[config.mk]
export PLATFORM = sky130hd
export DESIGN_NAME = booth_seq_mult
export DESIGN_NICKNAME = d
export VERILOG_FILES = /design/src/rtl/booth_pkg.sv /design/src/rtl/booth_step.sv /design/src/rtl/booth_seq_mult.sv
export SDC_FILE = /design/constraint.sdc
export NUM_CORES = 1
export LEC_CHECK = 0
export CORE_UTILIZATION = 45
export CTS_BUF_LIST = sky130_fd_sc_hd__clkbuf_4 sky130_fd_sc_hd__clkbuf_8 sky130_fd_sc_hd__clkbuf_16
export DETAILED_ROUTE_END_ITERATION = 16
export PLACE_DENSITY = 0.67
export SYNTH_ARGS = -nofsm -noshare
export SYNTH_HDL_FRONTEND = slang
export SYNTH_HIERARCHICAL = 1
export SYNTH_SLANG_ARGS = --single-unit
[constraint.sdc]
create_clock -name clk -period 3.38 [get_ports clk]
set_input_delay 1.014 -clock clk [delete_from_list [all_inputs] [get_ports clk]]
set_output_delay 1.014 -clock clk [all_outputs]
set_load 0.05 [all_outputs]
[src/rtl/booth_pkg.sv]
// Shared definitions for the radix-2 Booth sequential multiplier:
// FSM states, Booth select codes and the iteration-count helper.
package booth_pkg;

   typedef enum logic [1:0] {
      ST_IDLE = 2'd0,
      ST_RUN  = 2'd1,
      ST_DONE = 2'd2
   } state_t;

   // Booth select is {Q[0], Q-1}
   localparam logic [1:0] SEL_SHIFT0 = 2'b00;
   localparam logic [1:0] SEL_ADD    = 2'b01;
   localparam logic [1:0] SEL_SUB    = 2'b10;
   localparam logic [1:0] SEL_SHIFT1 = 2'b11;

   // One extra iteration covers the extension bit of the WIDTH+1-bit multiplier.
   function automatic int iters(input int width);
      return width + 1;
   endfunction

endpackage

[src/rtl/booth_step.sv]
// One combinational Booth iteration: optional add/subtract of the multiplicand
// into A, then an arithmetic right shift of {A, Q, Q-1}.
module booth_step
   import booth_pkg::*;
#(
   parameter int WIDTH = 4
) (
   input  logic [WIDTH+1:0] a,
   input  logic [WIDTH:0]   q,
   input  logic             q_m1,
   input  logic [WIDTH:0]   m,
   output logic [WIDTH+1:0] a_next,
   output logic [WIDTH:0]   q_next,
   output logic             q_m1_next
);

   logic [WIDTH+1:0] sum_s;

   // Add or subtract the sign-extended multiplicand according to the Booth pair.
   always_comb begin
      sum_s = a;
      case ({q[0], q_m1})
         SEL_ADD:    sum_s = a + {m[WIDTH], m};
         SEL_SUB:    sum_s = a - {m[WIDTH], m};
         SEL_SHIFT0: sum_s = a;
         SEL_SHIFT1: sum_s = a;
         default:    sum_s = a;
      endcase
   end

   assign a_next    = {sum_s[WIDTH+1], sum_s[WIDTH+1:1]};
   assign q_next    = {sum_s[0], q[WIDTH:1]};
   assign q_m1_next = q[0];

endmodule

[src/rtl/booth_seq_mult.sv]
// Radix-2 Booth sequential multiplier, signed or unsigned operands,
// WIDTH+1 iterations per product with a one-cycle done pulse.
module booth_seq_mult
   import booth_pkg::*;
#(
   parameter int WIDTH = 4
) (
   input  logic               clk,
   input  logic               rst_n,
   input  logic               start,
   input  logic               signed_mode,
   input  logic [WIDTH-1:0]   ip1,
   input  logic [WIDTH-1:0]   ip2,
   output logic               busy,
   output logic               done,
   output logic [2*WIDTH-1:0] op
);

   localparam int ITERS = iters(WIDTH);
   localparam int CNT_W = $clog2(ITERS + 1);
   localparam logic [CNT_W-1:0] LAST_CNT = CNT_W'(ITERS - 1);

   state_t             state_r, state_s;
   logic [WIDTH+1:0]   a_r, a_s, a_step_s;
   logic [WIDTH:0]     q_r, q_s, q_step_s;
   logic               qm1_r, qm1_s, qm1_step_s;
   logic [WIDTH:0]     m_r, m_s;
   logic [CNT_W-1:0]   cnt_r, cnt_s;
   logic [2*WIDTH-1:0] op_r, op_s;
   logic               done_r, done_s;
   logic               busy_r, busy_s;

   booth_step #(.WIDTH(WIDTH)) u_step (
      .a         (a_r),
      .q         (q_r),
      .q_m1      (qm1_r),
      .m         (m_r),
      .a_next    (a_step_s),
      .q_next    (q_step_s),
      .q_m1_next (qm1_step_s)
   );

   // Next-state, datapath load/iterate and output decode.
   always_comb begin
      state_s = state_r;
      a_s     = a_r;
      q_s     = q_r;
      qm1_s   = qm1_r;
      m_s     = m_r;
      cnt_s   = cnt_r;
      op_s    = op_r;
      done_s  = 1'b0;
      busy_s  = 1'b0;
      case (state_r)
         ST_IDLE, ST_DONE: begin
            if (start) begin
               a_s     = {(WIDTH+2){1'b0}};
               q_s     = {signed_mode & ip2[WIDTH-1], ip2};
               m_s     = {signed_mode & ip1[WIDTH-1], ip1};
               qm1_s   = 1'b0;
               cnt_s   = {CNT_W{1'b0}};
               busy_s  = 1'b1;
               state_s = ST_RUN;
            end else begin
               state_s = ST_IDLE;
            end
         end
         ST_RUN: begin
            a_s   = a_step_s;
            q_s   = q_step_s;
            qm1_s = qm1_step_s;
            cnt_s = cnt_r + CNT_W'(1);
            if (cnt_r == LAST_CNT) begin
               // Final {A,Q} low bits: Q supplies WIDTH+1, A supplies the rest.
               op_s    = {a_step_s[WIDTH-2:0], q_step_s};
               done_s  = 1'b1;
               state_s = ST_DONE;
            end else begin
               busy_s  = 1'b1;
            end
         end
         default: begin
            state_s = ST_IDLE;
         end
      endcase
   end

   // State and datapath registers with asynchronous clear.
   always_ff @(posedge clk or negedge rst_n) begin
      if (!rst_n) begin
         state_r <= ST_IDLE;
         a_r     <= {(WIDTH+2){1'b0}};
         q_r     <= {(WIDTH+1){1'b0}};
         qm1_r   <= 1'b0;
         m_r     <= {(WIDTH+1){1'b0}};
         cnt_r   <= {CNT_W{1'b0}};
         op_r    <= {(2*WIDTH){1'b0}};
         done_r  <= 1'b0;
         busy_r  <= 1'b0;
      end else begin
         state_r <= state_s;
         a_r     <= a_s;
         q_r     <= q_s;
         qm1_r   <= qm1_s;
         m_r     <= m_s;
         cnt_r   <= cnt_s;
         op_r    <= op_s;
         done_r  <= done_s;
         busy_r  <= busy_s;
      end
   end

   assign busy = busy_r;
   assign done = done_r;
   assign op   = op_r;

endmodule

; After elaboration in Yosys (flattened, before gate mapping)
; Cells that the tools add are included.
[word_totals]
regBits = 32
inputBits = 12
output_inout_bits = 10
wordCells = 47
[op_classes]
addsub = 3
n_eq_ne = 8
muxes = 17
bitwise = 2
reduce_logical = 8
[ops]
columns = operator, count
row1 = case mux 6 bit (3 select lines), 1
row2 = case mux 6 bit (2 select lines), 1
row3 = case mux 5 bit (2 select lines), 1
row4 = adder 6 bit, 1
row5 = == test 2 bit (second input constant), 3
row6 = two-way mux 1 bit, 6
row7 = two-way mux 6 bit, 1
row8 = case mux 3 bit (2 select lines), 1
row9 = AND reduction 2 bit, 3
row10 = subtractor 6 bit, 1
row11 = two-way mux 5 bit, 1
row12 = == test 2 x 1 -> 1 bit (second input constant), 2
row13 = logical NOT 2 bit, 2
row14 = != test 2 bit (second input constant), 2
row15 = case mux 1 bit (2 select lines), 2
row16 = case mux 2 bit (2 select lines), 1
row17 = OR reduction 2 bit, 2
row18 = adder 3 x 1 -> 3 bit (second input constant), 1
row19 = == test 3 bit (second input constant), 1
row20 = two-way mux 3 bit, 1
row21 = AND 1 bit, 2
row22 = two-way mux 2 bit, 1
row23 = nonzero test 2 bit, 1

; Longest topological paths before layout
[depth]
depth_word = 4
ltp_mapped = 12
mapped_depth_nobuf = 11

; Modules after synthesis
; Netlist, hierarchy kept.
[by_module_without_submodules]
columns = module, instances, cells_per_inst, area_each_um2, seq_area_each_um2
row1 = booth_seq_mult, 1, 103, 1255.0, 800.8
row2 = booth_step, 1, 55, 430.4, 0.0

; Worst setup path before layout
; Ideal clock, no wire load.
[synth_timing]
kind = register -> register
startpoint = register q_r[0]
endpoint = register a_r[5]
setup_ps = 121
arrival_time_ps = 2309
t_required_ps = 3259
slack_ps = 950
stages_incl_launch_ff = 11
n_path_buf = 1
synth_period_minus_slack_ps = 2430
path_cell_list = dfrtp_1 ha_1 mux2i_1 ha_1 nor2b_2 o2111ai_1 a311o_1 and3b_1 xor2_1 buf_4 a22o_1
[synth_between]
elab_chain_cells = 4
elab_cells_between_ends = 7
classes_between = eq/ne (3) / mux (2) / reduce/logical (2)
[synth_rtl]
columns = element, line
row1 = "start, declared", booth_seq_mult.sv:25  ; logic [WIDTH:0] q_r, q_s, q_step_s;
row2 = "start signal, assigned", booth_seq_mult.sv:93  ; q_r <= {(WIDTH+1){1'b0}};
row3 = "start signal, assigned", booth_seq_mult.sv:103  ; q_r <= q_s;
row4 = == test 2 bit or logical NOT 2 bit (tied branches), booth_step.sv:22  ; case ({q[0], q_m1})
row5 = OR reduction 2 bit (no source line), --
row6 = case mux 6 bit (3 select lines) (*), booth_step.sv:22
row7 = via a_step_s[4], booth_seq_mult.sv:24  ; logic [WIDTH+1:0] a_r, a_s, a_step_s;
row8 = case mux 6 bit (2 select lines) (*), booth_seq_mult.sv:54  ; case (state_r)
row9 = "end signal, assigned", booth_seq_mult.sv:92  ; a_r <= {(WIDTH+2){1'b0}};
row10 = "end signal, assigned", booth_seq_mult.sv:102  ; a_r <= a_s;
row11 = "end, declared", booth_seq_mult.sv:24
; Mark *: on every way through the listed nets, which the timed path passes. The rest lies on a longest branch.
; A chain may end at the register's enable or synchronous reset.

; Final worst setup path
[layout_timing]
startpoint = register m_r[0]
endpoint = register a_r[5]
[layout_between]
elab_chain_cells = 3
elab_cells_between_ends = 4
classes_between = add/sub (2) / mux (2)
[layout_rtl]
columns = element, line
row1 = "start, declared", booth_seq_mult.sv:27  ; logic [WIDTH:0] m_r, m_s;
row2 = "start signal, assigned", booth_seq_mult.sv:95  ; m_r <= {(WIDTH+1){1'b0}};
row3 = "start signal, assigned", booth_seq_mult.sv:105  ; m_r <= m_s;
row4 = subtractor 6 bit or adder 6 bit (tied branches), "booth_step.sv:24, booth_step.sv:23"
row5 = case mux 6 bit (3 select lines) (*), booth_step.sv:22
row6 = via a_step_s[4], booth_seq_mult.sv:24
row7 = case mux 6 bit (2 select lines) (*), booth_seq_mult.sv:54
; Marks and branches as above.

==> impl_metrics.py <==
metrics = {
    "run_status": {
        "outcome": "finished clean",
    },
    "min_path": {
        "holdPathEnd": "op[7]",
        "hp-start": "op[7]",
        "hold_depth": 1,
        "min_path_type": "flop to flop",
    },
    "clock_network": {
        "clkLatencyLatePin_ns": 0.28,
        "path_clk_slew_ns": 0.06,
        "cts_resized": 0,
        "cts.sinks": 32,
        "cts_hold_buf": 0,
        "clockBufferDepth": 2,
        "numCtsBuffers": 5,
        "cts_tree": "yes",
        "post-cts-setup-buffer-count": 0,
        "htree_levels": 2,
        "clockRootBuffer": "clkbuf_8",
    },
    "yosys": {
        "ys_seq_area_share_pct": 47.51,
        "async_flop_share_pct": 100.0,
        "synth_area_mm2": 0.001685,
        "synth-seq-cells": 32,
        "synth_cells": 158,
        "yosysWarnings": 6,
        "synth_top_flop_cell": "dfrtp_1",
        "avgSynthCellArea_um2": 10.67,
        "synth_edf_count": 0,
        "synth_fp_nets": 180,
        "ys_types": 35,
    },
    "die": {
        "io_pins": 22,
        "std_cell_rows": 21,
        "die_h_um": 63.20,
        "die_w_um": 63.20,
        "floorplan.initialDensity_pct": 48.59,
        "core_mm2": 0.003468,
        "die-area_mm2": 0.003994,
    },
    "layout": {
        "antenna_cells": 0,
        "final_net_count": 199,
        "layout_commonest_cell": "dfrtp_1",
        "seqCellArea_um2": 800.8,
        "final_cell_mix": "dfrtp_1, nand2_1, clkdlybuf4s50_1, inv_1",
        "areaGrowthSynthToFinish_pct": 17.89,
        "fillCellCount": 306,
        "drive_gt1_share_pct": 13.48,
        "multi_input_area_um2": 768.2,
    },
    "sta": {
        "period_share_pct": 74.11,
        "setup_tns_ns": 0,
        "fmax_ghz": 0.3992,
        "setup_viol": 0,
        "tightest_slew_ns": 0.6322,
        "fin_crit_ns": 2.505,
        "layout_setup_ws_ns": 0.8750,
        "maxSlewViolCount": 0,
        "rsz0062_at_grt": "false",
        "relSlewSlack_pct": 57.85,
        "clock_skew_ns": 0.004049,
        "hold_viol": 0,
    },
    "grt": {
        "antenna_found_initial": 0,
        "overflow": 0,
        "grt_pass1_vias": 1208,
        "grt_pass1_wl_mm": 5.520,
        "grt_max_degree": 33,
        "track_usage_pct": 18.45,
    },
    "critical_path": {
        "worstPathArrival_ns": 2.67,
        "startpoint_type": "flop",
        "worstPathMaxFanout": 4,
        "ff2ff_setup_slack_ns": 0.87,
        "r2r-end": "a_r[5]",
        "r2r-start": "m_r[0]",
        "path_class": "flop to flop",
        "end_kind": "flop",
        "r2r_cells": 10,
        "required_ns": 3.55,
    },
    "placement": {
        "dp_slack_ns": 0.8836,
        "gp_congestion": 0.8468,
        "portBuffers": 21,
        "dp_hpwl_mm": 2.220,
    },
    "routing": {
        "drt_iter0_drc": 45,
        "via_per_inst": 5.210,
        "wl_per_cell_um": 13.97,
        "drc": 0,
        "vias": 1167,
        "ant_nets": 0,
        "firstDrtPassIters": 4,
        "wl_mm": 3.130,
    },
    "run": {
        "cap_violations": 0,
    },
}
-- sequential cells by signal (all words and copies together) (netlist names) --
register and count:
a_r 6, busy 1, cnt_r 3, done 1, m_r 5, op 8
q_r 5, qm1_r 1, state_r 2
-- logic make-up (layout without fill, tap and decap cells) --
family                   after synthesis  count (layout)  share of synthesized area [%]
buffers and inverters                 21              41                          6.904
AO/OA/AOI/OAI                         26              26                          11.73
flip-flops                            32              32                          47.51
AND/OR/NAND/NOR                       50              50                          14.63
multiplexers                          11              11                          7.201
XOR/XNOR                               8               8                          4.158
adder cells (fa/ha/maj)               10              10                          7.870
-- cell type report --
type,count,share of cell area (%)
flip-flops and latches,32,40.30
multi-input cells,105,38.66
repair buffers,23,11.33
clock buffers,8,4.912
well taps,46,2.897
inverters,10,1.889
-- how the worst max path moves through the flow --
stage,to,cells past startpoint,slack (ns),startpoint
floorplan,a_r[5],10,0.95,q_r[0]
global placement,a_r[5],10,0.94,m_r[0]
detailed placement,a_r[5],10,0.88,m_r[0]
CTS,a_r[5],10,0.86,m_r[0]
global route,a_r[5],10,0.70,qm1_r
finish,a_r[5],10,0.87,m_r[0]
-- worst max-delay path, cell delays in order (launching register included) --
cell	delay, ns
dfrtp_1	0.41
inv_1	0.09
ha_1	0.29
mux2i_1	0.25
ha_1	0.16
nor2b_2	0.14
o2111ai_1	0.13
a311o_1	0.36
and3b_1	0.19
xor2_1	0.15
a22o_1	0.21
-- per-layer routing --
| layer | track usage [%] | up-vias | wire (um) |
|---|---|---|---|
| li1 | - | 572 | - |
| met1 | 22.09 | 575 | 1362 |
| met2 | 30.78 | 14 | 1618 |
| met3 | 5.978 | 6 | 97 |
| met4 | 6.818 | 0 | 51 |
| met5 | 0 | - | 0 |
-- Yosys cell counts, types with 4 or more instances --
library cell	n	share of area [%]
nor3_1	4	1.2
inv_1	10	2.2
xnor2_1	5	2.6
nand2_1	24	5.3
o21ai_0	5	1.5
mux2_2	9	6.0
nor2_1	7	1.6
a22o_1	8	4.2
dfrtp_1	32	48
ha_1	9	6.7
buf_4	7	3.1
-- per-stage QoR --
| step | std cells | cell area (um2) | util [%] | hold slack [ns] |
|---|---|---|---|---|
| final | 224 | 1987 | 57.29 | 0.5038 |
| after global routing | 224 | 1987 | 57.29 | 0.5211 |
| after CTS | 224 | 1987 | 57.29 | 0.5101 |
| after detailed placement | 216 | 1889 | 54.47 | 0.4914 |
| after global placement | 216 | 1889 | 54.47 | 0.4852 |
| after floorplan | 158 | 1685 | - | 0.4658 |
Power is not shown: default switching activity piles up to over one toggle a cycle in this logic, so the estimate is an artifact.
